<file path="config.mk">
export PLATFORM = sky130hd
export DESIGN_NAME = lbdr_input_fifo
export DESIGN_NICKNAME = d
export VERILOG_FILES = /design/src/rtl/lbdr_input_fifo_pkg.sv /design/src/rtl/lbdr_input_fifo_mem.sv /design/src/rtl/lbdr_input_fifo.sv
export SDC_FILE = /design/constraint.sdc
export NUM_CORES = 1
export LEC_CHECK = 0
export ABC_AREA = 0
export BUFFER_PORTS_ARGS = -buffer_cell sky130_fd_sc_hd__buf_2
export CAP_MARGIN = 20
export CORE_MARGIN = 2
export CORE_UTILIZATION = 56
export DETAILED_ROUTE_END_ITERATION = 8
export MAX_ROUTING_LAYER = met4
export PLACE_DENSITY_LB_ADDON = 0.2
export SLEW_MARGIN = 30
export SYNTH_ARGS = -nofsm -noshare
export SYNTH_HDL_FRONTEND = slang
export SYNTH_SLANG_ARGS = --single-unit
export TNS_END_PERCENT = 5
</file>
<file path="constraint.sdc">
create_clock -name clk -period 3 [get_ports clk]
set_input_delay 0.3 -clock clk [delete_from_list [all_inputs] [get_ports clk]]
set_output_delay 0.3 -clock clk [all_outputs]
set_load 0.03 [all_outputs]
</file>
<file path="src/rtl/lbdr_input_fifo_pkg.sv">
//------------------------------------------------------------------------------
// lbdr_input_fifo_pkg
// Shared flit codes, header field offsets and write-side framing states used by
// the input buffer, LBDR and crossbar.
// Revision: 1.0
//------------------------------------------------------------------------------
`default_nettype none

package lbdr_input_fifo_pkg;

  // Flit type codes carried in the top three bits of every flit
  localparam logic [2:0] FLIT_HEADER = 3'b001;
  localparam logic [2:0] FLIT_BODY   = 3'b010;
  localparam logic [2:0] FLIT_TAIL   = 3'b100;

  // Field MSB positions, expressed as bit offsets below DATA_WIDTH-1
  localparam int FLIT_ID_MSB = 0;   // 3-bit flit_id
  localparam int SRC_MSB     = 3;   // 4-bit src_addr
  localparam int DST_MSB     = 7;   // 4-bit dst_addr

  // Packet framing as seen on the write side of the buffer
  typedef enum logic [0:0] {
    FR_IDLE   = 1'b0,
    FR_IN_PKT = 1'b1
  } frame_state_e;

endpackage

`default_nettype wire

</file>
<file path="src/rtl/lbdr_input_fifo_mem.sv">
//------------------------------------------------------------------------------
// lbdr_input_fifo_mem
// DEPTH x DATA_WIDTH register array: synchronous write, asynchronous read so
// the head entry falls straight through to the output.
// Revision: 1.0
//------------------------------------------------------------------------------
`default_nettype none

module lbdr_input_fifo_mem
  import lbdr_input_fifo_pkg::*;
#(
  parameter int DATA_WIDTH = 32,
  parameter int DEPTH      = 4,
  parameter int PTR_W      = 2
) (
  input  logic                  clk,
  input  logic                  i_we,
  input  logic [PTR_W-1:0]      i_waddr,
  input  logic [DATA_WIDTH-1:0] i_wdata,
  input  logic [PTR_W-1:0]      i_raddr,
  output logic [DATA_WIDTH-1:0] o_rdata
);

  // Storage is deliberately not reset; stale entries are masked by empty
  logic [DATA_WIDTH-1:0] r_mem [DEPTH];

  // Capture the incoming flit into the slot addressed by the write pointer
  always_ff @(posedge clk) begin
    if (i_we) begin
      r_mem[i_waddr] <= i_wdata;
    end
  end

  assign o_rdata = r_mem[i_raddr];

endmodule

`default_nettype wire

</file>
<file path="src/rtl/lbdr_input_fifo.sv">
//------------------------------------------------------------------------------
// lbdr_input_fifo
// Per-port FWFT input buffer ahead of LBDR. Credit return per read, sticky
// overflow flag and a write-side HEADER..TAIL framing monitor.
// Revision: 1.0
//------------------------------------------------------------------------------
`default_nettype none

module lbdr_input_fifo
  import lbdr_input_fifo_pkg::*;
#(
  parameter int DATA_WIDTH = 32,
  parameter int DEPTH      = 4
) (
  input  logic                  clk,
  input  logic                  rst,          // asynchronous, active-low
  input  logic                  valid_in,
  input  logic [DATA_WIDTH-1:0] data_in,
  output logic                  credit_out,
  input  logic                  rd_en,
  output logic                  empty,
  output logic                  full,
  output logic [DATA_WIDTH-1:0] data_out,
  output logic [2:0]            flit_id,
  output logic [3:0]            dst_addr,
  output logic                  overflow_err,
  output logic                  proto_err
);

  localparam int             PTR_W      = $clog2(DEPTH);
  localparam int             DEPTH_M1   = DEPTH - 1;
  localparam logic [PTR_W:0] FULL_COUNT = DEPTH[PTR_W:0];
  localparam logic [PTR_W-1:0] LAST_PTR = DEPTH_M1[PTR_W-1:0];

  logic [PTR_W-1:0] r_wr_ptr;
  logic [PTR_W-1:0] r_rd_ptr;
  logic [PTR_W:0]   r_count;
  logic             r_credit;
  logic             r_overflow;
  logic             r_proto;
  frame_state_e     r_frame;

  logic             w_empty;
  logic             w_full;
  logic             w_wr_acc;
  logic             w_rd_acc;
  logic [2:0]       w_wr_id;

  // Status comes only from registered occupancy, never from this cycle's inputs
  assign w_empty  = (r_count == '0);
  assign w_full   = (r_count == FULL_COUNT);
  assign w_wr_acc = valid_in && !w_full;
  assign w_rd_acc = rd_en && !w_empty;
  assign w_wr_id  = data_in[DATA_WIDTH-1-FLIT_ID_MSB -: 3];

  lbdr_input_fifo_mem #(
    .DATA_WIDTH (DATA_WIDTH),
    .DEPTH      (DEPTH),
    .PTR_W      (PTR_W)
  ) u_mem (
    .clk     (clk),
    .i_we    (w_wr_acc),
    .i_waddr (r_wr_ptr),
    .i_wdata (data_in),
    .i_raddr (r_rd_ptr),
    .o_rdata (data_out)
  );

  // Pointer, occupancy and credit bookkeeping for accepted reads and writes
  always_ff @(posedge clk or negedge rst) begin
    if (!rst) begin
      r_wr_ptr <= '0;
      r_rd_ptr <= '0;
      r_count  <= '0;
      r_credit <= 1'b0;
    end else begin
      r_credit <= w_rd_acc;
      if (w_wr_acc) begin
        r_wr_ptr <= (r_wr_ptr == LAST_PTR) ? '0 : r_wr_ptr + 1'b1;
      end
      if (w_rd_acc) begin
        r_rd_ptr <= (r_rd_ptr == LAST_PTR) ? '0 : r_rd_ptr + 1'b1;
      end
      case ({w_wr_acc, w_rd_acc})
        2'b10:   r_count <= r_count + 1'b1;
        2'b01:   r_count <= r_count - 1'b1;
        default: r_count <= r_count;
      endcase
    end
  end

  // Sticky overflow: any write attempt against a full buffer is lost and flagged
  always_ff @(posedge clk or negedge rst) begin
    if (!rst) begin
      r_overflow <= 1'b0;
    end else if (valid_in && w_full) begin
      r_overflow <= 1'b1;
    end
  end

  // Framing monitor; only accepted writes advance it, bad flits are still stored
  always_ff @(posedge clk or negedge rst) begin
    if (!rst) begin
      r_frame <= FR_IDLE;
      r_proto <= 1'b0;
    end else if (w_wr_acc) begin
      case (r_frame)
        FR_IDLE: begin
          if (w_wr_id == FLIT_HEADER) begin
            r_frame <= FR_IN_PKT;
          end else begin
            r_proto <= 1'b1;
          end
        end
        FR_IN_PKT: begin
          if (w_wr_id == FLIT_TAIL) begin
            r_frame <= FR_IDLE;
          end else if (w_wr_id != FLIT_BODY) begin
            r_proto <= 1'b1;
          end
        end
        default: begin
          r_frame <= FR_IDLE;
          r_proto <= 1'b1;
        end
      endcase
    end
  end

  assign empty        = w_empty;
  assign full         = w_full;
  assign credit_out   = r_credit;
  assign overflow_err = r_overflow;
  assign proto_err    = r_proto;
  assign flit_id      = data_out[DATA_WIDTH-1-FLIT_ID_MSB -: 3];
  assign dst_addr     = data_out[DATA_WIDTH-1-DST_MSB -: 4];

endmodule

`default_nettype wire

</file>
Word level (Yosys, flattened, before mapping)
Memory sizes are Yosys's and may differ from the RTL's.
Index checks and enable logic that the tools add are counted.
{"block": "totals", "reg_bits": 11, "latch_bits": 0, "mem_bits_rw": 128, "romBits": 0, "input_bits": 36, "out_inout_bits": 44, "elab_cells": 44, "mem_count": 1}
{"memory": "u_mem.r_mem", "words": 4, "word_bits": 32, "read_ports": 1, "rd_clocked_by_memory_dff": 0, "wr": 1, "line": "lbdr_input_fifo_mem.sv:25", "source": "logic [DATA_WIDTH-1:0] r_mem [DEPTH];"}
{"block": "classes", "add_sub_neg": 4, "n_mul": 0, "div_mod_pow": 0, "magnitude_cmp": 0, "n_eq_ne": 11, "shifts": 0, "muxes": 12, "n_bitwise": 1, "n_reduce_logical": 8}
{"operator": "1-bit 2-to-1 mux", "n": 7}
{"operator": "2-bit equality test (second input constant)", "n": 3}
{"operator": "3-bit equality test (second input constant)", "n": 2}
{"operator": "3-bit case mux with 2 select lines", "n": 1}
{"operator": "2-bit by 1-bit adder with 2-bit output (second input constant)", "n": 2}
{"operator": "2-bit 2-to-1 mux", "n": 2}
{"operator": "2-bit inequality test (second input constant)", "n": 2}
{"operator": "1-bit case mux with 2 select lines", "n": 2}
{"operator": "4-bit AND reduction", "n": 1}
{"operator": "3-bit by 1-bit adder with 3-bit output (second input constant)", "n": 1}
{"operator": "3-bit by 1-bit equality test with 1-bit output (second input constant)", "n": 1}
{"operator": "1-bit logical AND", "n": 3}
{"operator": "3-bit logical NOT", "n": 1}
{"operator": "3-bit by 2-bit inequality test with 1-bit output (second input constant)", "n": 1}
{"operator": "3-bit by 1-bit subtractor with 3-bit output (second input constant)", "n": 1}
{"operator": "2-bit by 1-bit equality test with 1-bit output (second input constant)", "n": 1}
{"operator": "1-bit logical NOT", "n": 2}
{"operator": "2-bit by 1-bit inequality test with 1-bit output (second input constant)", "n": 1}
{"operator": "2-bit nonzero test", "n": 1}
{"operator": "1-bit inverter", "n": 1}

Logic depth before layout (Yosys ltp)
Gate-level depths: netlist (run 1).
{"block": "depth", "ltp_word": 5, "depth_mapped": 10}

Modules after synthesis
A second synthesis (run 1) with hierarchy kept.
{"block": "unflattened", "cells_unflattened": 227, "area_unflattened_um2": 5305.1}
{"mod": "lbdr_input_fifo_mem", "n_inst": 1, "cells_per_inst": 171, "area_each_um2": 4689.5}
{"mod": "lbdr_input_fifo", "n_inst": 1, "cells_per_inst": 56, "area_each_um2": 615.6}

Worst setup path after synthesis (run 1)
Ideal clock, no wire load.
{"block": "synth_timing", "path_type": "register to register", "startpoint": "register r_count[0]", "endpoint": "register r_count[1]", "arrival_ps": 2242, "path_slack_ps": 676, "path_stages_with_launch": 8, "synth_period_minus_slack_ps": 2324, "path_cell_list": "dfrtp_1 -> nor3_1 -> nand2b_1 -> inv_1 -> ha_1 -> inv_1 -> fa_1 -> o21ai_0"}
{"block": "synth_via", "elab_chain_cells": 5, "elab_cells_between_ends": 12, "cone_classes": "add/sub (2); eq/ne (3); mux (1); reduce/logical (6)"}
{"element": "from (decl)", "line": "lbdr_input_fifo.sv:37", "source": "logic [PTR_W:0] r_count;"}
{"element": "from (signal assigned)", "line": "lbdr_input_fifo.sv:85", "source": "2'b10: r_count <= r_count + 1'b1;"}
{"element": "from (signal assigned)", "line": "lbdr_input_fifo.sv:86", "source": "2'b01: r_count <= r_count - 1'b1;"}
{"element": "from (signal assigned)", "line": "lbdr_input_fifo.sv:87", "source": "default: r_count <= r_count;"}
{"element": "3-bit logical NOT (*)", "line": "lbdr_input_fifo.sv:50", "source": "assign w_empty = (r_count == '0);"}
{"element": "net empty", "line": "lbdr_input_fifo.sv:21", "source": "output logic empty,"}
{"element": "1-bit logical NOT (*)", "line": "lbdr_input_fifo.sv:53", "source": "assign w_rd_acc = rd_en && !w_empty;"}
{"element": "1-bit logical AND (*)", "line": "lbdr_input_fifo.sv:53"}
{"element": "net w_rd_acc", "line": "lbdr_input_fifo.sv:46", "source": "logic w_rd_acc;"}
{"element": "2-bit by 1-bit equality test with 1-bit output or 2-bit equality test (tied branches)", "line": "lbdr_input_fifo.sv:84", "source": "case ({w_wr_acc, w_rd_acc})"}
{"element": "3-bit case mux with 2 select lines or 2-bit nonzero test (tied branches)"}
The timed path passes the listed nets; every way through them passes the cells marked *.
A chain may end at the register's enable or synchronous reset.

Worst setup path in the final report (run 1)
{"block": "layout_timing", "startpoint": "register r_rd_ptr[1]", "endpoint": "output port data_out[29]"}
{"block": "layout_via", "elab_chain_cells": 1}
{"element": "from (decl)", "line": "lbdr_input_fifo.sv:36", "source": "logic [PTR_W-1:0] r_rd_ptr;"}
{"element": "from (signal assigned)", "line": "lbdr_input_fifo.sv:82", "source": "r_rd_ptr <= (r_rd_ptr == LAST_PTR) ? '0 : r_rd_ptr + 1'b1;"}
{"element": "memory read 4 x 32 bit"}
{"element": "to (decl)", "line": "lbdr_input_fifo.sv:23", "source": "output logic [DATA_WIDTH-1:0] data_out,"}
No other way between the ends.

==> metrics.md, run 1 <==
| Metric | Value |
|---|---|
| Drt pass-1 iters | `5` |
| Largest stage delay on the critical path | `920 ps` |
| Final Cycle Share | `79.1%` |
| Critical path endpoint category | `output port` |
| Total half-perimeter wirelength after legalization and detailed placement | `5.34 mm` |
| CTS tree | `yes` |
| Slew @ Worst Pin | `849 ps` |
| Crit start category | `flip-flop` |
| Syn-to-layout area delta | `24.9%` |
| Number of inserted diodes | `0` |
| Internal reg-to-reg setup slack | `700 ps` |
| # IOs | `80` |
| Initial DRC Count | `102` |
| EDFF count, synth | `128` |
| Setup-violating endpoint count in the final report | `0` |
| Avg Cell Area, Syn | `22.6 sq um` |
| Launch point of the worst reg-to-reg path | `r_count[0]` |
| Clk Latency, worst-skew pair | `500 ps` |
| Worst path arrival time | `2070 ps` |
| Chip Width | `101 um` |
| Clock net sink count | `139` |
| Gate count of the mapped netlist | `235` |
| Number of non-filler instances in the completed layout | `466` |
| Final wirelength | `8.92 mm` |
| Total power divided by cell area | `1110 nW/um^2` |
| Top achievable clock speed | `422 MHz` |
| HP Class | `input port to flip-flop` |
| Initial core utilization | `57.7%` |
| Fin crit period | `2370 ps` |
| Netlist area before placement | `5310 sq um` |
| Capture endpoint of the worst hold path | `u_mem.r_mem[1][6]` |
| Number of distinct library cells after synthesis | `31` |
| Final Max Tran Viols | `0` |
| Max cap viols | `0` |
| Number of vias in the routed layout | `2,536` |
| Number of instances in the placed design | `416` |
| Result of the run | `finished clean` |
| Hold violation count in the final report | `0` |
| Leakage power summed over all cells | `2.44 nW` |
| Dominant cells by area after synthesis | `edfxtp_1, mux4_2, dfrtp_1` |
| Final-layout setup total negative slack | `0 ps` |
| Final layout net count | `385` |
| TritonCTS buffer count | `17` |
| Async SR Flop Fraction | `7.91%` |
| FF+latch area | `4120 sq um` |
| Share of cells above drive strength 1 | `45.6%` |
| Post-synthesis register bit count | `139` |
| Number of cells traversed by the worst register-to-register path | `9` |
| Dominant synthesized flop cell | `edfxtp_1` |
| Longest Clk Path Bufs | `2` |
| Total routing usage reported by global routing | `19.5%` |
| Postcts setup bufs | `0` |
| Number of warnings reported in the yosys synthesis log | `0` |
| Vias in the first global route | `2,665` |
| Sequential area share after synthesis | `77.6%` |
| WHS Path Cells | `1` |
| RSZ-0062 raised after global routing | `false` |
| Slew HR | `43.4%` |
| Layout Utilization | `72.0%` |
| Syn Nets | `278` |
| Critical path data required time | `2700 ps` |
| Total gr overflow | `0` |
| Maximum level of the CTS H-tree | `4` |
| Initial antenna violation count | `0` |
| Crit. Startpoint | `r_rd_ptr[1]` |
| Maximum vdd drop | `0.654 mV` |
| Crit-path max FO | `34` |
| PortBufs | `79` |
| Cell type with the highest aggregate area in the netlist | `edfxtp_1` |
| Chain of cells forming the critical path | `mux4_2 > buf_2` |
| Setup Skew | `9.25 ps` |
| Fillcell total | `586` |
| Pin count of the biggest net entering global routing | `35` |
| Core region area | `9200 sq um` |
| Share of Yosys cell area claimed by the top area cell type | `72.5%` |
| Number of antenna-violating nets in the routed design | `0` |
| Post-cts sizing count | `0` |
| Multi-input logic area | `1050 sq um` |
| Number of remaining DRC errors | `0` |
| Number of placement rows | `35` |
| Area enclosed by the die boundary | `10,300 sq um` |
| Root Buffer | `clkbuf_8` |
| Critical path class | `flip-flop to output port` |
| Routability-driven placement congestion ratio | `0.808` |
| Worst flop-to-flop path endpoint | `r_count[2]` |
| Library cell contributing the largest single delay on the critical path | `dfrtp_2` |
| Post-synth top cells | `edfxtp_1, mux4_2, dfrtp_1` |
| Hold Path Origin | `data_in[6]` |
| Vias per std cell | `5.44` |
| Clk pin slew, worst setup/hold paths | `60 ps` |
| First-pass GRT wire length | `14.0 mm` |
| Most frequent cell after synthesis | `edfxtp_1` |
| Average wire length per cell after detail routing | `19.1 um` |
| Vertical extent of the die | `101 um` |
[routing by layer]
| layer | wire length, um | share of wire (%) | track usage, % | vias up |
|---|---|---|---|---|
| met3 | 394 | 4.4 | 5.52 | 14 |
| met5 | 0 | 0 | - | - |
| met1 | 3820 | 43 | 24.7 | 1269 |
| met4 | 128 | 1.4 | 7.07 | 0 |
| met2 | 4580 | 51 | 30.6 | 85 |
| li1 | - | - | - | 1168 |
[cells by family after synthesis]
logic type	synth area share, %
multiplexers	14.6
adder cells (fa/ha/maj)	1.79
AO/OA/AOI/OAI	0.802
buffers and inverters	2.52
flip-flops	77.6
XOR/XNOR	0.495
AND/OR/NAND/NOR	2.17
[registers in the layout, summed over array words and instances, names as in the netlist]
| name | count |
|---|---|
| u_mem.r_mem | 128 |
| r_count | 3 |
| r_rd_ptr | 2 |
| r_wr_ptr | 2 |
| credit_out | 1 |
| overflow_err | 1 |
| proto_err | 1 |
| r_frame | 1 |
[layout make-up]
cell class | count | area share, %
Clock buffer | 19 | 6.36
Inverter | 9 | 0.510
Sequential cell | 139 | 62.2
Timing Repair Buffer | 104 | 9.67
Tap cell | 111 | 2.10
Clock inverter | 13 | 3.27
Multi-Input combinational cell | 71 | 15.9
[layout by cell type, fill, tap and decap left out, types with 4 or more instances in the layout]
master	synthesis	routed
inv_1	8	8
buf_2	5	79
mux4_2	32	32
bufinv_16	0	5
dfrtp_1	11	9
dlygate4sd3_1	0	18
and3_2	4	4
edfxtp_1	128	128
clkbuf_16	0	16
clkinv_4	0	5
ha_1	6	6
buf_4	7	6
nor2_1	7	7
[worst max-delay path, delay by kind of cell (launching register included)]
family | cells | cell delay [ps]
flops | 1 | 920
mux | 1 | 440
buf+inv | 1 | 200
[worst max path at each step]
stage,end,cells past startpoint
finish,data_out[29],2
global route,data_out[29],3
global placement,r_count[2],9
detailed placement,r_count[2],9
floorplan,r_count[1],7
CTS,flit_id[0],3
[timing repair]
action                     CTS  global route
hold buffers                18             0
setup endpoints to repair    0             0
hold endpoints to repair    70             0
[per-stage QoR]
| stage | cell area [sq um] | setup WS, ps | hold slack, ps | power [W] |
|---|---|---|---|---|
| finish | 6630 | 628 | 18.8 | 0.00738 |
| global route | 6630 | 493 | 0.847 | 0.00773 |
| CTS | 6630 | 569 | 0.767 | 0.00747 |
| detailed placement | 5810 | 708 | 196 | 0.00524 |
| global placement | 5810 | 798 | 184 | 0.00519 |
| floorplan | 5310 | 676 | 4.41 | 0.00463 |
[report_power, final]
part,internal (W),leakage [nW],switching (W)
registers,0.00256,1.30,0.000234
logic,0.000922,0.837,0.00146
clock network,0.00144,0.311,0.000761
total,0.00493,2.44,0.00246
(Power assumes the default switching activity.)
==> run 2, diff against run 1 <==
- ABC_AREA: 0 -> 1
- CORE_UTILIZATION: 56 -> 51
- clock period: 3 -> 2 ns (I/O delays scaled with it)
==> run 2 against run 1 <==
  * The flow now finishes with violations (setup timing)
  * Non-clock buffer count increased by 42
  * Routed wire length increased by 41%
  * Clock power increased by 25%
  * Largest cell class unchanged
  * Power increased by 69%
  * Largest power group is now combinational logic
  * Critical path type unchanged
  * Setup slack got worse by 630 ps
  * Critical path depth increased by 4
==> metrics.md, run 2 <==
| Metric | Value |
|---|---|
| Number of remaining DRC errors | `0 (unchanged)` |
| Final Max Tran Viols | `0 (unchanged)` |
| Most frequent cell after synthesis | `edfxtp_1` |
| Library cell contributing the largest single delay on the critical path | `dfrtp_2` |
| Share of Yosys cell area claimed by the top area cell type | `70.3% (-2.2 points)` |
| Dominant cells by area after synthesis | `edfxtp_1, dfrtp_1, o21ai_0` |
| RSZ-0062 raised after global routing | `true` |
| Chain of cells forming the critical path | `buf_12 > inv_4 > buf_4 > o21ai_0 > o22ai_1 > buf_4` |
| Number of non-filler instances in the completed layout | `687 (+47%)` |
| Initial DRC Count | `302 (+200%)` |
| Registers with the most flip-flops | `u_mem.r_mem x128, r_count x3` |
| Setup-violating endpoint count in the final report | `1 (+1)` |
| Maximum vdd drop | `1.06 mV (+62%)` |
| Clock net sink count | `139 (unchanged)` |
| Launch point of the worst reg-to-reg path | `r_count[1]` |
| Gate count of the mapped netlist | `398 (+69%)` |
| Vias per std cell | `5.29 (-2.7%)` |
| Flip-flop count of the largest register after layout | `128 (unchanged)` |
| CTS tree | `yes` |
| Average wire length per cell after detail routing | `18.3 um (-4.3%)` |
| Leakage power summed over all cells | `2.80 nW (+15%)` |
| Final-layout setup total negative slack | `-6.13 ps (-6.13 ps)` |
| CP top delay family | `buffers and inverters` |
| Hold violation count in the final report | `0 (unchanged)` |
| Crit start category | `flip-flop` |
| Worst path buffer plus inverter count | `4 (+3)` |
| Netlist area before placement | `5470 sq um (+3.1%)` |
| Vertical extent of the die | `108 um (+6.1%)` |
| Avg Cell Area, Syn | `13.7 sq um (-39%)` |
| Fraction of the mapped netlist area in compound gates | `10.3% (+9.5 points)` |
| Final hold slack | `98.6 ps (+79.8 ps)` |
| Longest Clk Path Bufs | `2 (unchanged)` |
| Number of antenna-violating nets in the routed design | `0 (unchanged)` |
| Number of inserted diodes | `0 (unchanged)` |
| Crit. Startpoint | `r_rd_ptr[0]` |
| Core region area | `10,400 sq um (+13%)` |
| Sequential area share after synthesis | `75.3% (-2.3 points)` |
| Drt pass-1 iters | `5 (unchanged)` |
| Number of instances in the placed design | `605 (+45%)` |
| Vias in the first global route | `3,610 (+35%)` |
| Chip Width | `108 um (+6.1%)` |
| Total gr overflow | `0 (unchanged)` |
| PortBufs | `79 (unchanged)` |
| Number of vias in the routed layout | `3,637 (+43%)` |
| Post-synthesis mux area share | `0% (-15 points)` |
| EDFF count, synth | `128 (unchanged)` |
| Initial core utilization | `52.7% (-4.9 points)` |
| Cell type with the highest aggregate area in the netlist | `edfxtp_1` |
| Number of warnings reported in the yosys synthesis log | `0 (unchanged)` |
| TritonCTS buffer count | `17 (unchanged)` |
| Area share of and/or/nand/nor cells after synthesis | `7.07% (+4.9 points)` |
| Largest stage delay on the critical path | `410 ps (-510 ps)` |
| Post-synth top cells | `edfxtp_1, nor2_1, o21ai_0` |
| Slew @ Worst Pin | `350 ps (-499 ps)` |
| Initial antenna violation count | `0 (unchanged)` |
| Number of distinct library cells after synthesis | `22 (-29%)` |
| Pin count of the biggest net entering global routing | `35 (unchanged)` |
| Maximum level of the CTS H-tree | `4 (unchanged)` |
| Fin crit period | `2010 ps` |
| Top library cells by usage in the layout, fill and taps aside | `edfxtp_1, nor2_1, buf_2` |
| Max cap viols | `0 (unchanged)` |
| Slew HR | `76.7% (+33 points)` |
| Worst slack at placement | `62.4 ps (-646 ps)` |
| CP most frequent cell | `buf_4` |
| Async SR Flop Fraction | `7.91% (unchanged)` |
| Crit-path max FO | `5 (-85%)` |
| Critical path class | `flip-flop to output port` |
| Root Buffer | `clkbuf_8` |
| Share of cells above drive strength 1 | `29.0% (-17 points)` |
| First-pass GRT wire length | `18.2 mm (+30%)` |
| Most common cell after layout, fill and taps aside | `edfxtp_1` |
| Total power divided by cell area | `1700 nW/um^2 (+53%)` |
| Final wirelength | `12.6 mm (+41%)` |
| Syn-to-layout area delta | `34.2%` |
| Total routing usage reported by global routing | `22.0% (+2.5 points)` |
| Worst path arrival time | `1810 ps (-260 ps)` |
| Total half-perimeter wirelength after legalization and detailed placement | `6.58 mm (+23%)` |
| Register bank with the most flops | `u_mem.r_mem` |
| Final Cycle Share | `100%` |
| Setup Skew | `5.96 ps (-3.29 ps)` |
| Adder-cell area share of the yosys netlist | `1.74% (-0.054 points)` |
| Number of placement rows | `37 (+5.7%)` |
| # IOs | `80 (unchanged)` |
| Top achievable clock speed | `498 MHz` |
| Critical path data required time | `1800 ps (-900 ps)` |
| Clk Latency, worst-skew pair | `510 ps (about the same)` |
| HP Class | `input port to asynchronous set/reset pin` |
| Combinational family with the most area after synthesis | `compound AO/OA/AOI/OAI gates` |
| Area enclosed by the die boundary | `11,600 sq um (+13%)` |
| Violations in the final reports | `setup timing` |
| Clk pin slew, worst setup/hold paths | `60 ps (about the same)` |
| Dominant synthesized flop cell | `edfxtp_1` |
| Syn Nets | `441 (+59%)` |
| Final layout net count | `581 (+51%)` |
| Post-synthesis register bit count | `139 (unchanged)` |
| Critical path endpoint category | `output port` |
| Total design power | `0.0125 W (+69%)` |
| Routability-driven placement congestion ratio | `0.796 (-1.5%)` |
| Post-synthesis share of cell area spent on xor and xnor gates | `0.320% (-0.17 points)` |
| Result of the run | `finished, violations left` |
| Final worst-path setup slack | `-6.13 ps (-634 ps)` |
-- run 2: power breakdown --
part | switching, W | internal, W
Combinational | 0.00359 | 0.00215
Sequential | 0.000202 | 0.00383
Clock | 0.00112 | 0.00162
-- run 2: final timing paths --
path                                      end  slack [ps]  cells past startpoint
min reg2reg                         proto_err         470                      2
min in group clk           u_mem.r_mem[2][26]         440                      2
min                                 proto_err         100                      2
max                               data_out[0]          -6                      6
max reg2reg                        r_count[1]          90                      8
max in group asynchronous         r_rd_ptr[0]        1650                      2
-- run 2: through the flow --
stage / utilization, % / cell area (sq um)
2_1_floorplan: - / 5470
3_3_place_gp: 58.3 / 6050
3_5_place_dp: 58.3 / 6050
4_1_cts: 68.6 / 7120
5_1_grt: 70.8 / 7340
6_report: 70.8 / 7340
-- run 2: repair_timing --
action	CTS	global route
hold buffers	35	0
endpoints found under the hold margin	142	0
setup endpoints to repair	37	35
buffers inserted	5	2
resized for setup	32	41
pin swaps	1	4
gates cloned	2	7
-- run 2: logic make-up (layout without fill, tap and decap cells) --
group | after synthesis | count (layout)
flip-flops | 139 | 139
AO/OA/AOI/OAI | 103 | 103
AND/OR/NAND/NOR | 99 | 99
buffers and inverters | 48 | 201
adder cells (fa/ha/maj) | 7 | 7
XOR/XNOR | 2 | 2
-- run 2: layer usage --
layer	wire, um	GRT usage, %	part of all wire (%)	up-vias
met3	696	5.87	5.5	17
li1	-	-	-	1729
met4	162	8.61	1.3	0
met5	0	-	0	-
met2	6450	35.4	51	116
met1	5270	26.8	42	1775
-- run 2: layout make-up --
cell class / instances / area (sq um)
Multi-Input combinational cell: 211 / 1140
Timing Repair Buffer: 146 / 1280
Inverter: 22 / 101
Fill cell: 710 / 3030
Sequential cell: 139 / 4120
Clock inverter: 14 / 106
Timing Repair inverter: 1 / 6.26
Clock buffer: 18 / 418
Tap cell: 136 / 170
